File: src/rtl/mem_pkg.sv
// Shared definitions for the main-memory back end and the cache that drives it.
// Holds the read/write encoding, the request FSM state encoding and the
// latency counter width.
package mem_pkg;

    // Request direction, shared with the cache's RAM-side port
    localparam logic RW_READ  = 1'b1;
    localparam logic RW_WRITE = 1'b0;

    // Latency counter width; covers latencies 1..15
    localparam int unsigned CNT_W = 4;

    // Request FSM states
    typedef enum logic [1:0] {
        ST_IDLE = 2'd0,
        ST_WAIT = 2'd1,
        ST_DONE = 2'd2
    } mem_state_e;

endpackage : mem_pkg

File: src/rtl/mem_array.sv
// Synchronous single-port word storage with a registered read port.
// Ports:
//   clk      - clock
//   rst_n    - async active-low reset, clears the read-data register only
//   we_i     - write enable; stores wdata_i at addr_i on the rising edge
//   addr_i   - word address
//   wdata_i  - write data
//   re_i     - read enable; loads rdata_o from addr_i on the rising edge
//   rdata_o  - registered read data, holds the last read
module mem_array #(
    parameter int unsigned d_width = 8,
    parameter int unsigned a_width = 8
) (
    input  logic               clk,
    input  logic               rst_n,
    input  logic               we_i,
    input  logic [a_width-1:0] addr_i,
    input  logic [d_width-1:0] wdata_i,
    input  logic               re_i,
    output logic [d_width-1:0] rdata_o
);

    localparam int unsigned DEPTH = 2 ** a_width;

    logic [d_width-1:0] mem [DEPTH];
    logic [d_width-1:0] rdata_q;

    // Storage is deliberately not reset so contents survive a reset
    always_ff @(posedge clk) begin
        if (we_i) begin
            mem[addr_i] <= wdata_i;
        end
    end

    // Read-data register
    always_ff @(posedge clk or negedge rst_n) begin
        if (!rst_n) begin
            rdata_q <= '0;
        end else if (re_i) begin
            rdata_q <= mem[addr_i];
        end
    end

    assign rdata_o = rdata_q;

endmodule : mem_array

File: src/rtl/main_mem.sv
// Main-memory back end with configurable access latency.
// Accepts one read/write request at a time, completes it exactly `latency`
// clock edges after acceptance and signals completion with a one-cycle odv.
// Ports:
//   clk       - clock
//   clr       - async active-low reset
//   addr_in   - request address
//   data_in   - write data
//   rw_in     - 1 = read, 0 = write
//   ce_in     - request strobe, accepted only while idle
//   data_out  - read data, holds the last completed read
//   busy      - request in flight
//   odv       - one-cycle completion pulse (reads and writes)
//   ovr       - sticky: a request was attempted while busy
module main_mem
    import mem_pkg::*;
#(
    parameter int unsigned d_width = 8,
    parameter int unsigned a_width = 8,
    parameter int unsigned latency = 2
) (
    input  logic               clk,
    input  logic               clr,
    input  logic [a_width-1:0] addr_in,
    input  logic [d_width-1:0] data_in,
    input  logic               rw_in,
    input  logic               ce_in,
    output logic [d_width-1:0] data_out,
    output logic               busy,
    output logic               odv,
    output logic               ovr
);

    // Counter load value at acceptance; WAIT ends once it has counted to zero
    localparam logic [CNT_W-1:0] CNT_LOAD = CNT_W'(latency - 1);

    mem_state_e         state_q, state_d;
    logic [CNT_W-1:0]   cnt_q, cnt_d;
    logic [a_width-1:0] addr_q, addr_d;
    logic [d_width-1:0] data_q, data_d;
    logic               rw_q, rw_d;
    logic               busy_q, busy_d;
    logic               odv_q, odv_d;
    logic               ovr_q, ovr_d;
    logic               we_c;
    logic               re_c;

    // State, request latches and flags
    always_ff @(posedge clk or negedge clr) begin
        if (!clr) begin
            state_q <= ST_IDLE;
            cnt_q   <= '0;
            addr_q  <= '0;
            data_q  <= '0;
            rw_q    <= RW_READ;
            busy_q  <= 1'b0;
            odv_q   <= 1'b0;
            ovr_q   <= 1'b0;
        end else begin
            state_q <= state_d;
            cnt_q   <= cnt_d;
            addr_q  <= addr_d;
            data_q  <= data_d;
            rw_q    <= rw_d;
            busy_q  <= busy_d;
            odv_q   <= odv_d;
            ovr_q   <= ovr_d;
        end
    end

    // Next-state, counter, latch and array-strobe logic
    always_comb begin
        state_d = state_q;
        cnt_d   = cnt_q;
        addr_d  = addr_q;
        data_d  = data_q;
        rw_d    = rw_q;
        busy_d  = busy_q;
        odv_d   = 1'b0;
        ovr_d   = ovr_q;
        we_c    = 1'b0;
        re_c    = 1'b0;

        case (state_q)
            ST_IDLE: begin
                busy_d = 1'b0;
                if (ce_in) begin
                    addr_d  = addr_in;
                    data_d  = data_in;
                    rw_d    = rw_in;
                    cnt_d   = CNT_LOAD;
                    state_d = ST_WAIT;
                    busy_d  = 1'b1;
                end
            end
            ST_WAIT: begin
                // The array access is issued on the edge that enters DONE, so
                // a reset anywhere before that edge drops the request cleanly.
                // A latency of one spends its single delay cycle here with the
                // counter already at zero.
                if (cnt_q == '0) begin
                    state_d = ST_DONE;
                    odv_d   = 1'b1;
                    we_c    = (rw_q == RW_WRITE);
                    re_c    = (rw_q == RW_READ);
                end else begin
                    cnt_d = cnt_q - CNT_W'(1);
                end
            end
            ST_DONE: begin
                state_d = ST_IDLE;
                busy_d  = 1'b0;
            end
            default: begin
                state_d = ST_IDLE;
                busy_d  = 1'b0;
            end
        endcase

        // Strobes outside IDLE are dropped and remembered until reset
        if (ce_in && (state_q != ST_IDLE)) begin
            ovr_d = 1'b1;
        end
    end

    mem_array #(
        .d_width (d_width),
        .a_width (a_width)
    ) u_array (
        .clk     (clk),
        .rst_n   (clr),
        .we_i    (we_c),
        .addr_i  (addr_q),
        .wdata_i (data_q),
        .re_i    (re_c),
        .rdata_o (data_out)
    );

    assign busy = busy_q;
    assign odv  = odv_q;
    assign ovr  = ovr_q;

endmodule : main_mem

File: config.mk
export PLATFORM = sky130hd
export DESIGN_NAME = main_mem
export DESIGN_NICKNAME = d
export VERILOG_FILES = /design/src/rtl/mem_pkg.sv /design/src/rtl/mem_array.sv /design/src/rtl/main_mem.sv
export SDC_FILE = /design/constraint.sdc
export NUM_CORES = 2
export LEC_CHECK = 0
export CAP_MARGIN = 20
export CORE_MARGIN = 2
export CORE_UTILIZATION = 55
export DETAILED_ROUTE_END_ITERATION = 10
export MAX_ROUTING_LAYER = met4
export PLACE_DENSITY = 0.71
export SLEW_MARGIN = 10
export SYNTH_ARGS = -nofsm -noshare
export SYNTH_HDL_FRONTEND = slang
export SYNTH_SLANG_ARGS = --single-unit
File: constraint.sdc
create_clock -name clk -period 4.5 [get_ports clk]
set_input_delay 0.9 -clock clk [delete_from_list [all_inputs] [get_ports clk]]
set_output_delay 0.9 -clock clk [all_outputs]
set_load 0.01 [all_outputs]
==> impl_metrics.py <==
metrics = {
    "yosys": {
        "yosys_warnings": 0,
        "synth.yosys.seq_area_share": 0.769,
        "synthDistinctLibCells": 65,
        "avgSynthCellArea_um2": 20.7,
        "synth-main-ff-cell": "edfxtp_1",
        "synthArstFlopShare": 0.0163,
        "synth-seq-cells": 2082,
        "syn_inst": 3925,
        "syn-cell-area_um2": 81100,
        "synth_edf_count": 2048,
        "syn_nets": 3947,
    },
    "clocking": {
        "clkSlewWorstSetupHoldPaths_ns": 0.06,
        "post_cts_resized": 0,
        "clock_sink_count": 2082,
        "htreeDepth": 4,
        "cts_buffer_depth": 3,
        "clock_latency_ns": 0.85,
        "numCtsBuffers": 200,
        "cts_root_buffer": "clkbuf_16",
        "cts_tree": "built",
    },
    "power": {
        "power_uw": 59500,
        "powerDensity_nw_per_um2": 650,
        "max-vdd-ir-drop_v": 0.000505,
        "p_leak_uw": 0.0290,
    },
    "placed_design": {
        "numPortBuffers": 30,
        "place_inst": 5916,
        "gp_congestion": 0.941,
        "dpl_worst_slack_ns": 0.734,
        "dp.final_hpwl_mm": 129,
    },
    "outcome": {
        "status": "complete, no violations",
    },
    "critical_path": {
        "startpoint": "addr_q[0]$_DFFE_PN0P_",
        "cp.arrival_ns": 4.71,
        "crit_path_end_kind": "flop",
        "critPathLaunchType": "flop",
        "reg2reg_setup_slack_ns": 0.52,
        "path_class": "reg2reg",
        "crit_fanout": 31,
        "timing.rr.start": "addr_q[0]$_DFFE_PN0P_",
        "worstPathRequired_ns": 5.23,
    },
    "worst_hold_path": {
        "hold_class": "in2async",
    },
    "floorplanning": {
        "dieHeight_um": 388,
        "die_w_um": 388,
        "pin_count": 31,
        "initial_core_util": 0.555,
        "rows": 140,
        "die_area_um2": 150000,
        "core_region_area_um2": 146000,
    },
    "sta": {
        "max-slew-margin-rel": 0.101,
        "worstMarginPinSlew_ns": 1.35,
        "rsz0062_at_grt": "false",
        "hold_ws_ns": 0.435,
        "hold_viol_final": 0,
        "setup_tns_ns": 0,
        "fin_ws_ns": 0.517,
        "fmax_ghz": 0.251,
        "finalCritPeriodShare": 0.885,
        "period_minus_slack_ns": 3.98,
        "setup_viol": 0,
        "fin_worst_skew_ns": 0.0399,
        "slew_viol_final": 0,
    },
    "drt": {
        "viasPerCell": 6.73,
        "drc": 0,
        "antenna_left": 0,
        "drtPass1Iterations": 6,
        "drt_wl_total_mm": 212,
        "vias": 42300,
        "drt_iter0_drc": 7227,
        "drt-wirelength-per-cell_um": 33.7,
    },
    "cells_and_area": {
        "fillCellCount": 9799,
        "layout_common_cells": "edfxtp_1, mux4_2, nor2_1",
        "final_nets": 4225,
        "ff_latch_area_um2": 62400,
        "final_common_cell": "edfxtp_1",
        "multi_input_area_um2": 17500,
        "drive_above_1_share": 0.254,
        "final_cells": 6286,
        "syn2layout_area_growth_pct": 13.0,
    },
    "grt": {
        "grt_pass1_vias": 41400,
        "grtUsageTotal": 0.293,
        "grt_pass1_wl_mm": 304,
        "grt_max_degree": 217,
        "grt.overflow.total": 0,
        "antenna_found_initial": 7,
    },
    "flow_run": {
        "max_cap_violations": 0,
    },
}
-- state kept, by name (all words and copies together) (netlist names) --
signal / count
cnt_q: 4
rw_q: 1
u_array.rdata_o: 8
odv: 1
busy: 1
addr_q: 8
data_q: 8
ovr: 1
u_array.mem: 2048
state_q: 2
-- metal layers --
metal	wire length (um)	GRT usage	vias to the layer above
met5	0	-	-
met4	8400	0.103	0
met3	25600	0.0773	479
met2	97100	0.424	2928
met1	80700	0.407	22100
li1	-	-	16800
-- cell usage after synthesis (all sizes together), types with 3 or more instances --
master | number | area (um2)
nor2b | 15 | 93.8
o21ai | 26 | 130
and2 | 5 | 31.3
a211oi | 7 | 52.6
and3 | 20 | 125
or3b | 3 | 26.3
dfrtp | 33 | 826
a21oi | 27 | 135
inv | 9 | 33.8
nor3 | 15 | 80.1
a32o | 6 | 60.1
nor4 | 8 | 50.1
clkbuf | 95 | 357
mux2 | 17 | 191
or2 | 3 | 18.8
mux4 | 485 | 10900
a22oi | 53 | 398
o211ai | 10 | 75.1
o31ai | 7 | 52.6
a32oi | 28 | 245
o41ai | 8 | 70.1
nand2b | 9 | 56.3
nand3 | 57 | 285
a2111oi | 4 | 41.3
o22ai | 28 | 175
a221oi | 6 | 52.6
buf | 140 | 925
nand4 | 24 | 150
nand2 | 209 | 785
nand3b | 4 | 30.0
a311oi | 4 | 35.0
a31oi | 19 | 119
edfxtp | 2048 | 61500
nor2 | 313 | 1170
nor3b | 3 | 22.5
a22o | 4 | 35.0
mux2i | 143 | 1430
-- worst paths after layout --
path / end / depth (start not counted)
max in group asynchronous: addr_q[1]$_DFFE_PN0P_ / 3
hold reg to reg: ovr$_DFFE_PN0P_ / 1
min in group clk: ovr$_DFFE_PN0P_ / 1
setup / recovery: u_array.rdata_o[3]$_DFFE_PN0P_ / 9
hold / removal: cnt_q[0]$_DFFE_PN0P_ / 2
setup reg to reg: u_array.rdata_o[3]$_DFFE_PN0P_ / 9
-- cells by family after synthesis --
| group | count (synthesis) | synth area share |
|---|---|---|
| flops | 2082 | 0.769 |
| compound gates | 250 | 0.0221 |
| simple gates | 699 | 0.0373 |
| fa+ha+maj | 2 | 0.000309 |
| mux | 645 | 0.155 |
| xor+xnor | 2 | 0.000216 |
| buf+inv | 245 | 0.0163 |
-- worst max-delay path, stage by stage (launching register included) --
cell and delay [ns]:
dfrtp_4 0.92, buf_12 0.35, nand2_1 0.42, a211oi_1 0.46
a2111oi_1 0.14, buf_2 0.21, o21ai_0 0.70, nand3_1 0.17
nor4_1 0.35, a21oi_1 0.10
-- per-stage QoR --
stage | utilization | instance area, um2
floorplan | - | 81100
global placement | 0.582 | 85000
detailed placement | 0.582 | 85100
CTS | 0.627 | 91500
global route | 0.627 | 91600
finish | 0.627 | 91600
-- where the power goes --
part	switching, uW	total, uW	internal (uW)
clock network	7320	16600	9320
logic	10800	17100	6240
registers	1400	25800	24400
-- final cells by class --
class / instances / share of cell area
sequential: 2082 / 0.681
multi-input combinational: 1598 / 0.191
clock buffer: 231 / 0.0562
timing repair buffer: 311 / 0.0304
tap: 1917 / 0.0262
clock inverter: 131 / 0.0146
inverter: 10 / 0.000492
antenna: 6 / 0.000164
-- timing repair --
action                                 in CTS  in global routing
setup endpoints to repair                   0                  0
endpoints found under the hold margin       0                  7
setup buffers                               0                  0
hold buffers                                0                  1
Note: power is estimated with default switching activity, not from simulation.
